### config.mk
export PLATFORM = sky130hd
export DESIGN_NAME = lsu_align
export DESIGN_NICKNAME = d
export VERILOG_FILES = /design/src/rtl/lsu_pkg.sv /design/src/rtl/lsu_extend.sv /design/src/rtl/lsu_align.sv
export SDC_FILE = /design/constraint.sdc
export NUM_CORES = 1
export LEC_CHECK = 0
export BUFFER_PORTS_ARGS = -buffer_cell sky130_fd_sc_hd__buf_4
export CAP_MARGIN = 40
export CORE_UTILIZATION = 53
export DETAILED_ROUTE_END_ITERATION = 8
export PLACE_DENSITY = 0.87
export SLEW_MARGIN = 5
export SYNTH_ARGS = -nofsm -noshare
export SYNTH_HDL_FRONTEND = slang
export SYNTH_SLANG_ARGS = --single-unit
### constraint.sdc
create_clock -name clk -period 3.65 [get_ports clk]
set_input_delay 0.73 -clock clk [delete_from_list [all_inputs] [get_ports clk]]
set_output_delay 0.73 -clock clk [all_outputs]
set_load 0.01 [all_outputs]
### src/rtl/lsu_pkg.sv
// lsu_pkg: shared constants for the load/store alignment unit.
//   - RV32I funct3 width/sign codes (F3_*)
//   - FSM state encoding (ST_*)
//   - per-width lane size masks (MASK_*)
//   - helpers: size_mask() and f3_legal()
package lsu_pkg;

   localparam logic [2:0] F3_B  = 3'b000;
   localparam logic [2:0] F3_H  = 3'b001;
   localparam logic [2:0] F3_W  = 3'b010;
   localparam logic [2:0] F3_BU = 3'b100;
   localparam logic [2:0] F3_HU = 3'b101;

   localparam logic [1:0] ST_IDLE   = 2'd0;
   localparam logic [1:0] ST_FIRST  = 2'd1;
   localparam logic [1:0] ST_SECOND = 2'd2;
   localparam logic [1:0] ST_RESP   = 2'd3;

   localparam logic [3:0] MASK_B = 4'b0001;
   localparam logic [3:0] MASK_H = 4'b0011;
   localparam logic [3:0] MASK_W = 4'b1111;

   // Unsigned variants share the low two bits with the signed ones.
   function automatic logic [3:0] size_mask(input logic [2:0] f3);
      case (f3[1:0])
         2'b00:   size_mask = MASK_B;
         2'b01:   size_mask = MASK_H;
         default: size_mask = MASK_W;
      endcase
   endfunction

   function automatic logic f3_legal(input logic we, input logic [2:0] f3);
      if (we) f3_legal = (f3 == F3_B) || (f3 == F3_H) || (f3 == F3_W);
      else    f3_legal = (f3 == F3_B) || (f3 == F3_H) || (f3 == F3_W) ||
                         (f3 == F3_BU) || (f3 == F3_HU);
   endfunction

endpackage

### src/rtl/lsu_extend.sv
// lsu_extend: combinational load-result extension.
//   funct3 : in  3  width/sign code of the load
//   raw    : in  32 assembled, right-justified load word
//   ext    : out 32 sign- or zero-extended result
module lsu_extend
   import lsu_pkg::*;
(
   input  logic [2:0]  funct3,
   input  logic [31:0] raw,
   output logic [31:0] ext
);

   always_comb begin
      case (funct3)
         F3_B:    ext = {{24{raw[7]}}, raw[7:0]};
         F3_H:    ext = {{16{raw[15]}}, raw[15:0]};
         F3_BU:   ext = {24'h0, raw[7:0]};
         F3_HU:   ext = {16'h0, raw[15:0]};
         default: ext = raw;
      endcase
   end

endmodule

### src/rtl/lsu_align.sv
// lsu_align: load/store alignment unit in front of a word-organised data memory.
// Build option: MISALIGN_SPLIT_EN -- when defined, word-crossing accesses are
// split into two memory cycles; otherwise they complete with resp_err=1.
// Ports:
//   clk, rst                     clock, synchronous active-high reset
//   req_valid/req_ready          request handshake
//   req_we/funct3/addr/wdata     request payload (byte address, right-justified data)
//   resp_valid/rdata/err         one-cycle completion pulse and result
//   address_dm/writedata_dm/byte_en/memread_dm/memwrite_dm  memory drive
//   mem_data                     combinational memory read word
module lsu_align
   import lsu_pkg::*;
#(
   parameter int ADDR_BITS = 10
)(
   input  logic                 clk,
   input  logic                 rst,
   input  logic                 req_valid,
   output logic                 req_ready,
   input  logic                 req_we,
   input  logic [2:0]           req_funct3,
   input  logic [31:0]          req_addr,
   input  logic [31:0]          req_wdata,
   output logic                 resp_valid,
   output logic [31:0]          resp_rdata,
   output logic                 resp_err,
   output logic [ADDR_BITS-1:0] address_dm,
   output logic [31:0]          writedata_dm,
   output logic [3:0]           byte_en,
   output logic                 memread_dm,
   output logic                 memwrite_dm,
   input  logic [31:0]          mem_data
);

`ifdef MISALIGN_SPLIT_EN
   localparam logic SPLIT_EN = 1'b1;
`else
   localparam logic SPLIT_EN = 1'b0;
`endif

   logic [1:0]           state_q, state_d;
   logic                 we_q, we_d;
   logic [2:0]           f3_q, f3_d;
   logic [ADDR_BITS+1:0] addr_q, addr_d;
   logic [31:0]          wdata_q, wdata_d;
   logic [31:0]          buf_q, buf_d;

   logic [1:0]           off;
   logic [7:0]           lane8;
   logic                 crossing;
   logic                 err;
   logic [ADDR_BITS-1:0] word_a, word_b;
   logic [4:0]           sh_lo;
   logic [5:0]           sh_hi;
   logic [31:0]          ext_word;

   // Address bits above the memory window wrap silently.
   logic unused_addr_hi;
   assign unused_addr_hi = ^req_addr[31:ADDR_BITS+2];

   assign off      = addr_q[1:0];
   assign lane8    = {4'b0000, size_mask(f3_q)} << off;
   assign crossing = |lane8[7:4];
   assign err      = !f3_legal(we_q, f3_q) || (crossing && !SPLIT_EN);
   assign word_a   = addr_q[ADDR_BITS+1:2];
   assign word_b   = word_a + {{(ADDR_BITS-1){1'b0}}, 1'b1};  // wraps to 0
   assign sh_lo    = {off, 3'b000};
   // Only used in SECOND, where off is 1..3, so the shift stays below 32.
   assign sh_hi    = 6'd32 - {1'b0, off, 3'b000};

   lsu_extend u_extend (
      .funct3 (f3_q),
      .raw    (buf_q),
      .ext    (ext_word)
   );

   always_comb begin
      state_d      = state_q;
      we_d         = we_q;
      f3_d         = f3_q;
      addr_d       = addr_q;
      wdata_d      = wdata_q;
      buf_d        = buf_q;
      req_ready    = 1'b0;
      resp_valid   = 1'b0;
      resp_rdata   = 32'h0;
      resp_err     = 1'b0;
      address_dm   = '0;
      writedata_dm = 32'h0;
      byte_en      = 4'h0;
      memread_dm   = 1'b0;
      memwrite_dm  = 1'b0;

      case (state_q)
         ST_IDLE: begin
            req_ready = 1'b1;
            if (req_valid) begin
               we_d    = req_we;
               f3_d    = req_funct3;
               addr_d  = req_addr[ADDR_BITS+1:0];
               wdata_d = req_wdata;
               buf_d   = 32'h0;
               state_d = ST_FIRST;
            end
         end
         ST_FIRST: begin
            address_dm = word_a;
            if (!err) begin
               if (we_q) begin
                  memwrite_dm  = 1'b1;
                  byte_en      = lane8[3:0];
                  writedata_dm = wdata_q << sh_lo;
               end else begin
                  memread_dm = 1'b1;
                  buf_d      = mem_data >> sh_lo;
               end
            end
            state_d = (crossing && !err) ? ST_SECOND : ST_RESP;
         end
         ST_SECOND: begin
            address_dm = word_b;
            if (we_q) begin
               memwrite_dm  = 1'b1;
               byte_en      = lane8[7:4];
               writedata_dm = wdata_q >> sh_hi;
            end else begin
               memread_dm = 1'b1;
               buf_d      = buf_q | (mem_data << sh_hi);
            end
            state_d = ST_RESP;
         end
         default: begin  // ST_RESP
            resp_valid = 1'b1;
            resp_err   = err;
            resp_rdata = (!we_q && !err) ? ext_word : 32'h0;
            state_d    = ST_IDLE;
         end
      endcase

      // Reset blocks the memory strobes in the same cycle, so an aborted
      // split access never commits its second half at the reset edge.
      if (rst) begin
         req_ready    = 1'b1;
         resp_valid   = 1'b0;
         resp_rdata   = 32'h0;
         resp_err     = 1'b0;
         address_dm   = '0;
         writedata_dm = 32'h0;
         byte_en      = 4'h0;
         memread_dm   = 1'b0;
         memwrite_dm  = 1'b0;
      end
   end

   always_ff @(posedge clk) begin
      if (rst) begin
         state_q <= ST_IDLE;
         we_q    <= 1'b0;
         f3_q    <= 3'b000;
         addr_q  <= '0;
         wdata_q <= 32'h0;
         buf_q   <= 32'h0;
      end else begin
         state_q <= state_d;
         we_q    <= we_d;
         f3_q    <= f3_d;
         addr_q  <= addr_d;
         wdata_q <= wdata_d;
         buf_q   <= buf_d;
      end
   end

endmodule
======== After elaboration in Yosys (flattened, before gate mapping) ========
Cells that the tools add are included.
cells by class
  multiplexer cells ....................... 40
  reduce and logical (&&, ||, !) cells .... 18
  shift operators ......................... 5
  equality and inequality tests ........... 11
  add/subtract/negate cells ............... 2
  bitwise logic cells ..................... 1
operator list
  operator                 number
  $mux W32                 11
  $pmux W32 S4             1
  $pmux W32 S3             1
  $pmux W32 S2             1
  $or A32 B32 Y32          1
  $shl A32 B5 Y32          1
  $shl A32 B6 Y32          1
  $shr A32 B5 Y32          1
  $shr A32 B6 Y32          1
  $pmux W10 S2             1
  $mux W4                  4
  $pmux W4 S2              2
  $mux W1                  14
  $add A10 B1 Y10 const B  1
  $mux W10                 1
  $ne A2 B2 Y1 const B     4
  $shl A4 B2 Y8            1
  $eq A3 B3 Y1 const B     2
  $pmux W2 S3              1
  $sub A6 B5 Y6 const A    1
  $logic_or A1 B1 Y1       5
  $reduce_and A5 Y1        1
  $eq A2 B1 Y1 const B     2
  $logic_not A2 Y1         2
  12 further kinds         16
storage, ports and cells
  flip-flop bits (word level) ............. 82
  input port bits ......................... 103
  output and inout bits ................... 83
  word-level logic and storage cells ...... 83

======== Longest topological paths before layout ========
  word-level depth ........................ 13
  depth in mapped cells ................... 12
  mapped depth without buffers ............ 6

======== Modules after synthesis ========
A second synthesis with hierarchy kept.
second synthesis, totals
  cell total of the unflattened synthesis .. 818
  area, all modules ....................... 6160.9 um2
by module, submodules not included
  module      area each (um2)  sequential area each (um2)  cells each  instances
  lsu_align   5805.6           1641.6                      751         1
  lsu_extend  355.3            0.0                         67          1

======== Worst setup path before layout ========
OpenSTA, ideal clock, no wires.
  path type ............................... register to output
  from .................................... reg addr_q[1]
  to ...................................... out writedata_dm[24]
  required time ........................... 2.920 ns
  arrival time ............................ 2.636 ns
  stages on the path, launching flop included .. 11
  buffers on the path ..................... 5
  path slack .............................. 0.284 ns
  cells stage by stage .................... dfxtp_1 buf_6 buf_2 inv_1 clkbuf_1 ha_1 buf_2 buf_2 nor4_2 a32oi_1 a311oi_1
on the way
  word-level cells in the longest chain between the ends .. 6
ends and longest elaborated chain
  item                                                                   line              source
  start, declared                                                        lsu_align.sv:44   logic [ADDR_BITS+1:0] addr_q, addr_d;
  start signal, assigned                                                 lsu_align.sv:167  addr_q <= addr_d;
  parallel branches: the longest is 4 deep, another holds $sub A6 B5 Y6  -
  $pmux W32 S2 *                                                         lsu_align.sv:94   case (state_q)
  $mux W32 *                                                             lsu_align.sv:142  if (rst) begin
  end, declared                                                          lsu_align.sv:28   output logic [31:0] writedata_dm,
Every way passes the cells marked *.

======== Final worst setup path ========
  from .................................... reg addr_q[1]
  to ...................................... out writedata_dm[4]
The elaborated chain is that of the path after synthesis.

==> summary.md <==
| Metric | Value |
|---|---|
| Status | `finished clean` |
| GRT Total Usage | `32.7%` |
| CP Max Fanout | `18` |
| Tmin final | `3490 ps` |
| Clock buffer depth | `2` |
| Drt drc | `0` |
| Tcrit/Tclk final | `95.5%` |
| Worst rel slew slack | `42.7%` |
| Initial cell density of the core | `54.9%` |
| Area growth syn-to-layout | `27.7%` |
| Internal power | `1.96 mW` |
| Global-route wire length before repair | `30.2 mm` |
| DR iter-0 viols | `662` |
| Worst Skew | `7.45 ps` |
| Yosys warnings | `0` |
| Clock Power Share | `36.6%` |
| Mapped Cells | `780` |
| Clock sink count | `82` |
| Syn_area_per_cell | `7.69 sq um` |
| Pwr Total | `2.87 mW` |
| Clock slew at reported path FFs | `60 ps` |
| Crit. End Element | `output pin` |
| Clock buffer count from CTS | `9` |
| Setup slack at placement | `567 ps` |
| Switching Share | `31.7%` |
| DP HPWL | `13.2 mm` |
| Commonest non-fill, non-tap cell in the layout | `buf_4` |
| CTS Hold Bufs | `0` |
| WL/cell | `18.3 microns` |
| CP Data Required Time | `2920 ps` |
| Drt first pass iters | `6` |
| IO Pins | `186` |
| Synth cell types | `57` |
| RSZ-0062 raised after global routing | `no` |
| TritonCTS clock tree | `built` |
| N_diodes | `0` |
| Final Cell Area | `0.00766 sq mm` |
| # rows | `38` |
| Sequential share of the synthesized area | `27.4%` |
| Final Util | `70.0%` |
| Gr ovfl total | `0` |
| Post-synthesis net count | `889` |
| Die outline height | `108 microns` |
| Worst Tran Pin Value | `856 ps` |
| Post-synth top flop | `dfxtp_1` |
| Placed cell areas | `0.00732 sq mm` |
| Final setup viols | `0` |
| Setup repair bufs after CTS | `0` |
| Post-route ant nets | `0` |
| Switching power | `0.912 mW` |
| CTS H-tree lvls | `3` |
| Nets | `1022` |
| Slew Viols, Final | `0` |
| Fill cells | `923` |
| Number of synthesized register bits | `82` |
| Crit Path Class | `reg2out` |
| Worst setup SP type | `flip-flop` |
| Post-CTS Resized | `0` |
| Final hold violation count | `0` |
| Sequential power share | `36.4%` |
| Maximum vdd ir drop | `214 uV` |
| Share of cells above drive strength 1 | `27.4%` |
| Post-Syn Area | `0.00600 sq mm` |
| Initial antenna violation count | `0` |
| Share of power burned in combinational logic | `27.0%` |
| EDFF count, synth | `0` |
| Die ar. | `0.0117 sq mm` |
| Clock Root Buffer | `clkbuf_16` |
| P per Cell Area | `375 mW/mm^2` |
| Post-Route WL | `19.3 mm` |
| CP arrival | `2760 ps` |
| Vias/cell | `6.39` |
| TNS Setup | `0 ps` |
| MaxCap Viol Count | `0` |
| Placer Congestion | `0.935` |
| Core box area | `0.0109 sq mm` |
| Worst Hold Class | `reg2reg` |
| PortBufs | `165` |
| Clk_lat worst skew | `340 ps` |
| Fmax | `0.287 GHz` |
| Most frequent cells in the layout | `191 x buf_4, 153 x nand2_1, 90 x a21oi_1, 80 x dfxtp_1, 58 x mux2i_1` |
| Vias in the first global route | `6113` |
| Largest net degree at the start of global routing | `62` |
| Asr flop ratio synth | `0%` |
| Total number of vias | `6755` |
| Worst Slack Setup Final | `163 ps` |
| Leakage | `2.83 nW` |
| Die width | `108 microns` |
routing by layer:
metal,global-route usage (%),part of all wire [%]
met5,0,0
met4,15.7,3.9
met3,6.09,9.3
met2,54.0,47
met1,40.8,40
path summary, 6_finish.rpt:
path                  start         endpoint  slack [ps]  cells after the start
setup / recovery  addr_q[1]  writedata_dm[4]         160                      7
hold / removal     buf_q[3]         buf_q[3]         460                      1
setup reg to reg  addr_q[1]        buf_q[25]         700                      6
hold reg to reg    buf_q[3]         buf_q[3]         460                      1
state kept, by name (all words and copies together), names as in the netlist:
signal   cells
state_q      2
we_q         1
buf_q       32
wdata_q     32
addr_q      12
f3_q         3
worst max-delay path, stage by stage (launching register included):
cell	delay [ps]
dfxtp_2	630
inv_1	120
ha_1	530
buf_4	290
mux2i_1	280
nand2_1	100
a32o_1	320
buf_4	150
area by class of cell:
cell class	instances	area (sq um)	area share, %
multi-input combinational	604	3960	51.7
sequential	82	1650	21.5
timing repair buffer	192	1450	18.9
clock buffer	11	243	3.17
tap	140	175	2.29
clock inverter	4	98.8	1.29
inverter	24	90.1	1.18
power groups by stage:
| stage | combinational, mW | clock [mW] | sequential, mW |
|---|---|---|---|
| finish | 0.775 | 1.05 | 1.05 |
| global placement | 0.740 | 0 | 1.06 |
| global route | 0.841 | 1.10 | 1.05 |
| floorplan | 0.538 | 0 | 1.03 |
| detailed placement | 0.755 | 0 | 1.06 |
| CTS | 0.762 | 1.05 | 1.04 |
synthesized netlist by cell type (all sizes together) (9+ instances only):
cell	number	area, sq um
nand2	153	574
a21oi	100	538
dfxtp	82	1640
mux2i	58	581
o2bb2ai	40	350
nor2	39	146
clkbuf	37	139
buf	33	179
inv	24	90.1
o21ai	19	103
a221oi	16	140
a32o	16	160
a32oi	16	140
o22ai	16	100
and2	11	68.8
a22oi	9	67.6
a311oi	9	78.8
or2	9	56.3
cells by family after synthesis:
group                    share of synthesized area [%]
AO/OA/AOI/OAI                                     32.9
adder cells (fa/ha/maj)                           1.25
buffers and inverters                             6.80
flip-flops                                        27.4
multiplexers                                      11.2
AND/OR/NAND/NOR                                   20.5
through the flow:
step	hold slack, ps	instances
4_1_cts	459	1057
2_1_floorplan	424	780
3_3_place_gp	436	1041
6_report	460	1057
3_5_place_dp	440	1042
5_1_grt	468	1057
Note: power is estimated with default switching activity, not from simulation.
